<file path="src/rtl/codificador_serial.sv">
// codificador_serial: encodes a 4-bit nibble into an 8-bit extended Hamming
// codeword (with optional single-bit error injection) and sends it as a serial
// frame: one low start bit, eight data bits LSB first, one high stop bit.
// Each bit lasts DIVISOR clock cycles.
module codificador_serial #(
    parameter int DIVISOR = 4
) (
    input  logic       clk,
    input  logic       rst,
    input  logic [3:0] conmutador_4,
    input  logic       iniciar,
    input  logic [3:0] inyectar_error,
    output logic [7:0] palabra_tx,
    output logic       tx_dato,
    output logic       ocupado,
    output logic       listo
);

    localparam logic [1:0] REPOSO = 2'd0;
    localparam logic [1:0] INICIO = 2'd1;
    localparam logic [1:0] DATOS  = 2'd2;
    localparam logic [1:0] PARADA = 2'd3;

    // Last value of the bit-period counter before moving to the next bit
    localparam logic [7:0] ULTIMO = 8'(DIVISOR - 1);

    logic [1:0] estado;
    logic [7:0] contador;
    logic [2:0] indice_bit;
    logic [7:0] palabra_cod;
    logic [7:0] mascara;
    logic       fin_bit;

    assign fin_bit = (contador == ULTIMO);

    // Hamming(7,4) encoding of the switch nibble plus an overall parity bit
    always_comb begin
        palabra_cod    = '0;
        palabra_cod[0] = conmutador_4[0] ^ conmutador_4[1] ^ conmutador_4[3];
        palabra_cod[1] = conmutador_4[0] ^ conmutador_4[2] ^ conmutador_4[3];
        palabra_cod[2] = conmutador_4[0];
        palabra_cod[3] = conmutador_4[1] ^ conmutador_4[2] ^ conmutador_4[3];
        palabra_cod[4] = conmutador_4[1];
        palabra_cod[5] = conmutador_4[2];
        palabra_cod[6] = conmutador_4[3];
        palabra_cod[7] = ^palabra_cod[6:0];
    end

    // Error injection mask: positions 1..8 flip one codeword bit, others none
    always_comb begin
        mascara = '0;
        if (inyectar_error >= 4'd1 && inyectar_error <= 4'd8) begin
            mascara = 8'b0000_0001 << (inyectar_error - 4'd1);
        end
    end

    // Frame sequencer: all outputs are registered so the line is glitch-free
    always_ff @(posedge clk or posedge rst) begin
        if (rst) begin
            estado     <= REPOSO;
            contador   <= '0;
            indice_bit <= '0;
            palabra_tx <= 8'h00;
            tx_dato    <= 1'b1;
            ocupado    <= 1'b0;
            listo      <= 1'b0;
        end else begin
            listo <= 1'b0;
            case (estado)
                REPOSO: begin
                    tx_dato <= 1'b1;
                    if (iniciar) begin
                        palabra_tx <= palabra_cod ^ mascara;
                        estado     <= INICIO;
                        contador   <= '0;
                        indice_bit <= '0;
                        tx_dato    <= 1'b0;
                        ocupado    <= 1'b1;
                    end
                end
                INICIO: begin
                    if (fin_bit) begin
                        contador   <= '0;
                        indice_bit <= '0;
                        estado     <= DATOS;
                        tx_dato    <= palabra_tx[0];
                    end else begin
                        contador <= contador + 8'd1;
                    end
                end
                DATOS: begin
                    if (fin_bit) begin
                        contador <= '0;
                        if (indice_bit == 3'd7) begin
                            estado  <= PARADA;
                            tx_dato <= 1'b1;
                        end else begin
                            indice_bit <= indice_bit + 3'd1;
                            tx_dato    <= palabra_tx[indice_bit + 3'd1];
                        end
                    end else begin
                        contador <= contador + 8'd1;
                    end
                end
                PARADA: begin
                    if (fin_bit) begin
                        contador <= '0;
                        estado   <= REPOSO;
                        ocupado  <= 1'b0;
                        listo    <= 1'b1;
                        tx_dato  <= 1'b1;
                    end else begin
                        contador <= contador + 8'd1;
                    end
                end
                default: begin
                    estado   <= REPOSO;
                    contador <= '0;
                    tx_dato  <= 1'b1;
                    ocupado  <= 1'b0;
                end
            endcase
        end
    end

endmodule
</file>
<file path="config.mk">
export PLATFORM = sky130hd
export DESIGN_NAME = codificador_serial
export DESIGN_NICKNAME = d
export VERILOG_FILES = /design/src/rtl/codificador_serial.sv
export SDC_FILE = /design/constraint.sdc
export NUM_CORES = 1
export LEC_CHECK = 0
export CORE_UTILIZATION = 57
export CTS_CLUSTER_DIAMETER = 80
export DETAILED_ROUTE_END_ITERATION = 10
export PLACE_DENSITY = 0.9
export SLEW_MARGIN = 5
export SYNTH_ARGS = -nofsm -noshare
export SYNTH_HDL_FRONTEND = slang
export SYNTH_SLANG_ARGS = --single-unit
export TNS_END_PERCENT = 20
</file>
<file path="constraint.sdc">
create_clock -name clk -period 4.1 [get_ports clk]
set_clock_uncertainty 0.05 [all_clocks]
set_input_delay 0.82 -clock clk [delete_from_list [all_inputs] [get_ports clk]]
set_output_delay 0.82 -clock clk [all_outputs]
set_load 0.02 [all_outputs]
</file>
* Yosys cells after proc, flatten, opt, wreduce, memory -nomap -nowiden
Index checks and enable logic that the tools add are counted.
** Word-level totals
- Flip-flop bits (word level) :: 24
- Bits of input ports :: 11
- Output and inout port bits :: 11
- Logic and storage cells :: 71
** Cells by class
- $add $sub $neg :: 3
- Order comparisons :: 3
- Equality and inequality tests :: 11
- Shifts and indexed selects :: 1
- Multiplexer cells :: 28
- Bitwise logic cells :: 7
- Reduce and logical (&&, ||, !) cells :: 11
** Operators with widths (count)
- $mux W8 :: 3
- $pmux W8 S2 :: 1
- $mux W3 :: 4
- $ne A2 B2 Y1 const B :: 6
- $mux W1 :: 10
- $mux W2 :: 5
- $reduce_and A5 Y1 :: 2
- $pmux W3 S3 :: 1
- $add A8 B1 Y8 const B :: 1
- $eq A8 B2 Y1 const B :: 1
- $pmux W2 S4 :: 1
- $shl A1 B4 Y8 const A :: 1
- $xor A8 B8 Y8 :: 1
- $reduce_xor A7 Y1 :: 1
- $reduce_and A3 Y1 :: 2
- $xor A1 B1 Y1 :: 6
- $eq A2 B2 Y1 const B :: 2
- $ge A4 B1 Y1 const B :: 1
- $le A4 B4 Y1 const B :: 1
- $lt A3 B4 Y1 const B :: 1
- $pmux W1 S4 :: 1
- $sub A4 B1 Y4 const B :: 1
- $add A3 B1 Y3 const B :: 1
- $bmux W1 S3 :: 1
- other kinds (9) :: 9

* Depth between registers and ports, before layout
- Word-level depth :: 6
- Depth in mapped cells :: 7
- Gate-level depth less buffers :: 6

* Worst setup path before layout
No wires, ideal clock.
- Kind :: flip-flop to flip-flop
- From :: register estado[0]
- To :: register estado[1]
- Library setup time :: 0.125 ns
- Arrival time :: 1.653 ns
- Required time :: 3.925 ns
- Path slack :: 2.272 ns
- Stages on the path, launching flop included :: 7
- Buffers on the path :: 0
- Period minus slack after synthesis :: 1.828 ns
- Cells stage by stage :: dfrtp_1 inv_1 ha_1 or2_1 a2bb2oi_2 nor3_2 mux2_2
** On the way
- Word-level cells in the longest chain between the ends :: 3
- Elaborated cells between the ends (all ways) :: 11
- Those cells by class :: eq/ne: 8; mux: 1; reduce/logical: 2
** Ends and longest elaborated chain
- start, declared :: RTL line 27 : logic [1:0] estado;
- start signal, assigned :: RTL line 60 : estado <= REPOSO;
- start signal, assigned :: RTL line 74 : estado <= INICIO;
- start signal, assigned :: RTL line 85 : estado <= DATOS;
- $eq A2 B2 Y1 (tied with other cells) :: RTL line 69 : case (estado)
- $ne A2 B2 Y1 (no line)
- $reduce_and A5 Y1 (no line)
Several ways; a longest one is shown, not always the timed one.
A chain may end at the register's enable or synchronous reset.

* Final worst setup path
- From :: register tx_dato
- To :: output tx_dato
** RTL lines
- start, declared :: RTL line 14 : output logic tx_dato,
- start signal, assigned :: RTL line 86 : tx_dato <= palabra_tx[0];
- start signal, assigned :: RTL line 99 : tx_dato <= palabra_tx[indice_bit + 3'd1];
No word-level cell between the ends.

==> run summary <==
The longest clock path from root to sink contains 2 buffers. The number of antenna diodes in the final layout is 0. The pin count of the biggest net entering global routing was 25; the cell area after synthesis was 1486 um^2. The tools report the initial core utilization as 0.6000. Post-route fraction of the period consumed by the critical path: 0.5686. The category of the worst setup path launch point was a flip-flop. Once detail routing completed, the nets flagged for antenna violations numbered 0. The total via count after detailed routing came out at 1206.

The latest clock arrival within the worst-skew pair was 0.32 ns; the post-route standard cell area excluding fillers was 1755 um^2. Gate family responsible for the most delay along the worst path: buffers and inverters. The run finished with clean final reports. In this run the worst path has a maximum fanout of 2. From left edge to right edge, the die measures 53.07 um. The tools report the data arrival time of the critical path as 1.46 ns. The final count of pins violating max slew was 0; the number of failing hold endpoints at the final stage was 0. The run gives 1217 as the number of global-route vias before repair.

The critical path start-end classification is flip-flop to output pin. After synthesis the netlist holds a flip-flop and latch count of 24. The synthesized area divided by synthesized cell count came out at 9.468 um^2. The worst setup path is captured at an output pin. The longest individual stage delay on the worst path is 0.59 ns, and the fraction of final layout cells with drive strength greater than 1 is 0.06742. For the total I/O pin count, the log shows 22.

The number of warnings printed during yosys synthesis is 0. The clock net in this run drives a total of 24 sinks. In the post-route analysis, the smallest setup slack over all paths is 1.769 ns.

For the number of hold buffers added after cts, the log shows 0. Global routing finished with a remaining overflow of 0. For the leakage component of the power, the log shows 0.0007437 uW. Across the whole layout, storage elements account for 601.8 um^2. For the final routed database, the setup TNS stands at 0 ns. Overall power consumption after layout is estimated at 1188 uW.

The congestion estimate from routability-driven global placement came to 0.8223. From synthesis to final layout, the design area changed by 18.10%. The run gives 3 as the number of buffers created by CTS. CTS placed an instance of sky130_fd_sc_hd__clkbuf_4 at the clock tree root. The first global-routing pass estimated 5106 um of wire. Counting every instance in the synthesized netlist gives 157.

For the pin with the worst max-slew slack, the measured transition is 0.8979 ns. TritonCTS built the clock tree. For the smallest hold slack, the log shows 0.4826 ns. The data required time of the worst path is 3.23 ns, and the total setup violations reported at the end of the flow is 0. The count of routing violations after the opening detailed-route iteration came out at 27. Number of gates resized after cts: 0.

Dividing total power by cell area gives a power density of 676.8 nW/um^2. The tools report the headroom to the max-slew limit as 0.4008. Summed over all nets, the half-perimeter wirelength after detailed placement is 2460 um.

The number of buffers and inverters on the critical path is 1. After synthesis, the netlist uses 36 different library cells. The layout has 195 filler cells.

Max-cap violations in this run came to 0. The number of placement rows came out at 18. The worst voltage drop across the vdd grid is 0.0005993 V. After clock tree synthesis, the clock-pin slew on the worst setup and hold paths is 0.13 ns.

During placement, the flow inserted port buffers numbering 21. The vertical die dimension is 53.07 um, and the total die area is 2816 um^2. The run gives 0 as the initial antenna violation count.

Critical-path cell with the highest stage delay: sky130_fd_sc_hd__clkdlybuf4s50_1. Prior to clock tree synthesis, the placed netlist has a worst setup slack of 1.649 ns. The sequential share of the synthesized area was 0.4049; the number of remaining DRC errors was 0.

The aggregate global-route resource usage is 0.2553. The per-cell via count in the routed design was 5.798; the shortest clock period the worst path allows after layout was 2.331 ns. The run gives 176 as the net count after synthesis. The post-CTS setup repair buffer count is 0.

In the final routed layout, each cell accounts on average for 14.98 um. The maximum clock frequency came out at 429.0 MHz. The logs give 5 for the count of TritonRoute iterations in the first routing pass and 843.3 um^2 for the area of the multi-input gates.

The class of the tightest hold or removal check was flip-flop to flip-flop. The run gives 2477 um^2 as the area of the core. For the final-stage net count, the log shows 198. The signal on the critical path passes through clkdlybuf4s50_1. After detailed placement, the total cell area comes to 1719 um^2. Setup repair after global routing left no endpoint under its margin. Number of H-tree levels: 1. After detailed routing, the total wire length is 3116 um.
[metal layers]
layer,part of all wire,GRT usage
met1,0.40,0.2621
met2,0.55,0.4958
met3,0.025,0.01724
met4,0.026,0.1491
met5,0,0
[logic make-up (layout without fill, tap and decap cells)]
family | count (synthesis) | count (layout) | share of synthesized area
adder cells (fa/ha/maj) | 8 | 8 | 0.06734
flip-flops | 24 | 24 | 0.4049
AND/OR/NAND/NOR | 62 | 62 | 0.2239
AO/OA/AOI/OAI | 25 | 25 | 0.1086
XOR/XNOR | 19 | 19 | 0.1120
buffers and inverters | 11 | 32 | 0.02778
multiplexers | 8 | 8 | 0.05556
[stage by stage]
step,util,cells
floorplan,-,157
global placement,0.6939,204
detailed placement,0.6939,204
CTS,0.7086,208
global route,0.7086,208
finish,0.7086,208
[cells in the final DEF (no fill, tap or decap), types with 2 or more instances in the layout]
cell | Yosys | final
sky130_fd_sc_hd__a211oi_1 | 2 | 2
sky130_fd_sc_hd__a21oi_1 | 11 | 11
sky130_fd_sc_hd__clkbuf_4 | 0 | 3
sky130_fd_sc_hd__clkdlybuf4s50_1 | 0 | 21
sky130_fd_sc_hd__dfrtp_1 | 23 | 23
sky130_fd_sc_hd__ha_1 | 8 | 8
sky130_fd_sc_hd__inv_1 | 7 | 7
sky130_fd_sc_hd__mux2_2 | 2 | 2
sky130_fd_sc_hd__mux2i_1 | 6 | 6
sky130_fd_sc_hd__nand2_1 | 12 | 12
sky130_fd_sc_hd__nand2b_1 | 6 | 6
sky130_fd_sc_hd__nand4_1 | 2 | 2
sky130_fd_sc_hd__nor2_1 | 20 | 20
sky130_fd_sc_hd__nor2b_1 | 4 | 4
sky130_fd_sc_hd__nor3_1 | 6 | 6
sky130_fd_sc_hd__o21ai_0 | 5 | 5
sky130_fd_sc_hd__o31ai_1 | 2 | 2
sky130_fd_sc_hd__xnor2_1 | 10 | 10
sky130_fd_sc_hd__xor2_1 | 9 | 9
[report_power, final]
part | internal (uW) | switching (uW) | leakage, uW
sequential | 323 | 86.1 | 0.000294
combinational | 305 | 348 | 0.000429
clock | 54.3 | 72.0 | 0.0000210
[Yosys cell counts]
| master | number | share of area |
|---|---|---|
| sky130_fd_sc_hd__and2_1 | 1 | 0.0042 |
| sky130_fd_sc_hd__nor3_1 | 6 | 0.020 |
| sky130_fd_sc_hd__or2b_1 | 1 | 0.0051 |
| sky130_fd_sc_hd__dfrtp_1 | 23 | 0.39 |
| sky130_fd_sc_hd__nor3_2 | 1 | 0.0067 |
| sky130_fd_sc_hd__ha_1 | 8 | 0.067 |
| sky130_fd_sc_hd__o31ai_1 | 2 | 0.010 |
| sky130_fd_sc_hd__nor2b_1 | 4 | 0.017 |
| sky130_fd_sc_hd__a211oi_1 | 2 | 0.010 |
| sky130_fd_sc_hd__and3_1 | 1 | 0.0042 |
| sky130_fd_sc_hd__nand2b_1 | 6 | 0.025 |
| sky130_fd_sc_hd__xnor2_1 | 10 | 0.059 |
| sky130_fd_sc_hd__mux2_2 | 2 | 0.015 |
| sky130_fd_sc_hd__or3_1 | 1 | 0.0042 |
| sky130_fd_sc_hd__a31oi_1 | 1 | 0.0042 |
| sky130_fd_sc_hd__o21a_1 | 1 | 0.0051 |
| sky130_fd_sc_hd__nand2_1 | 12 | 0.030 |
| sky130_fd_sc_hd__a21oi_4 | 1 | 0.011 |
| sky130_fd_sc_hd__dfstp_2 | 1 | 0.018 |
| sky130_fd_sc_hd__a2bb2oi_2 | 1 | 0.010 |
| sky130_fd_sc_hd__nor4b_1 | 1 | 0.0059 |
| sky130_fd_sc_hd__clkbuf_1 | 4 | 0.010 |
| sky130_fd_sc_hd__o21ai_0 | 5 | 0.017 |
| sky130_fd_sc_hd__o22ai_1 | 1 | 0.0042 |
| sky130_fd_sc_hd__mux2i_1 | 6 | 0.040 |
| sky130_fd_sc_hd__or2_1 | 1 | 0.0042 |
| sky130_fd_sc_hd__and4bb_2 | 1 | 0.0084 |
| sky130_fd_sc_hd__nand4_1 | 2 | 0.0084 |
| sky130_fd_sc_hd__a21oi_1 | 11 | 0.037 |
| sky130_fd_sc_hd__inv_1 | 7 | 0.018 |
| sky130_fd_sc_hd__nor3b_1 | 1 | 0.0051 |
| sky130_fd_sc_hd__nor2_1 | 20 | 0.051 |
| sky130_fd_sc_hd__nor4b_4 | 1 | 0.016 |
| sky130_fd_sc_hd__or4_1 | 1 | 0.0051 |
| sky130_fd_sc_hd__nand3_1 | 1 | 0.0034 |
| sky130_fd_sc_hd__xor2_1 | 9 | 0.053 |
[cell type report]
type,count,area share
multi-input cells,122,0.4804
well taps,30,0.02138
inverters,7,0.01497
repair buffers,21,0.1197
flip-flops and latches,24,0.3428
clock buffers,4,0.02067
[worst paths after layout]
path | start | endpoint | slack, ns | depth (start not counted)
max in group asynchronous | rst | palabra_tx[5] | 2.53 | 2
max reg2reg | estado[0] | estado[1] | 2.07 | 6
min reg2reg | tx_dato | tx_dato | 0.48 | 2
min | tx_dato | tx_dato | 0.48 | 2
max | tx_dato | tx_dato | 1.77 | 1
min in group asynchronous | rst | contador[7] | 0.92 | 2
[flip-flops by register name (all words and copies together), names as in the netlist]
signal	count
estado	2
indice_bit	3
palabra_tx	8
listo	1
tx_dato	1
ocupado	1
contador	8
(Power assumes the default switching activity.)
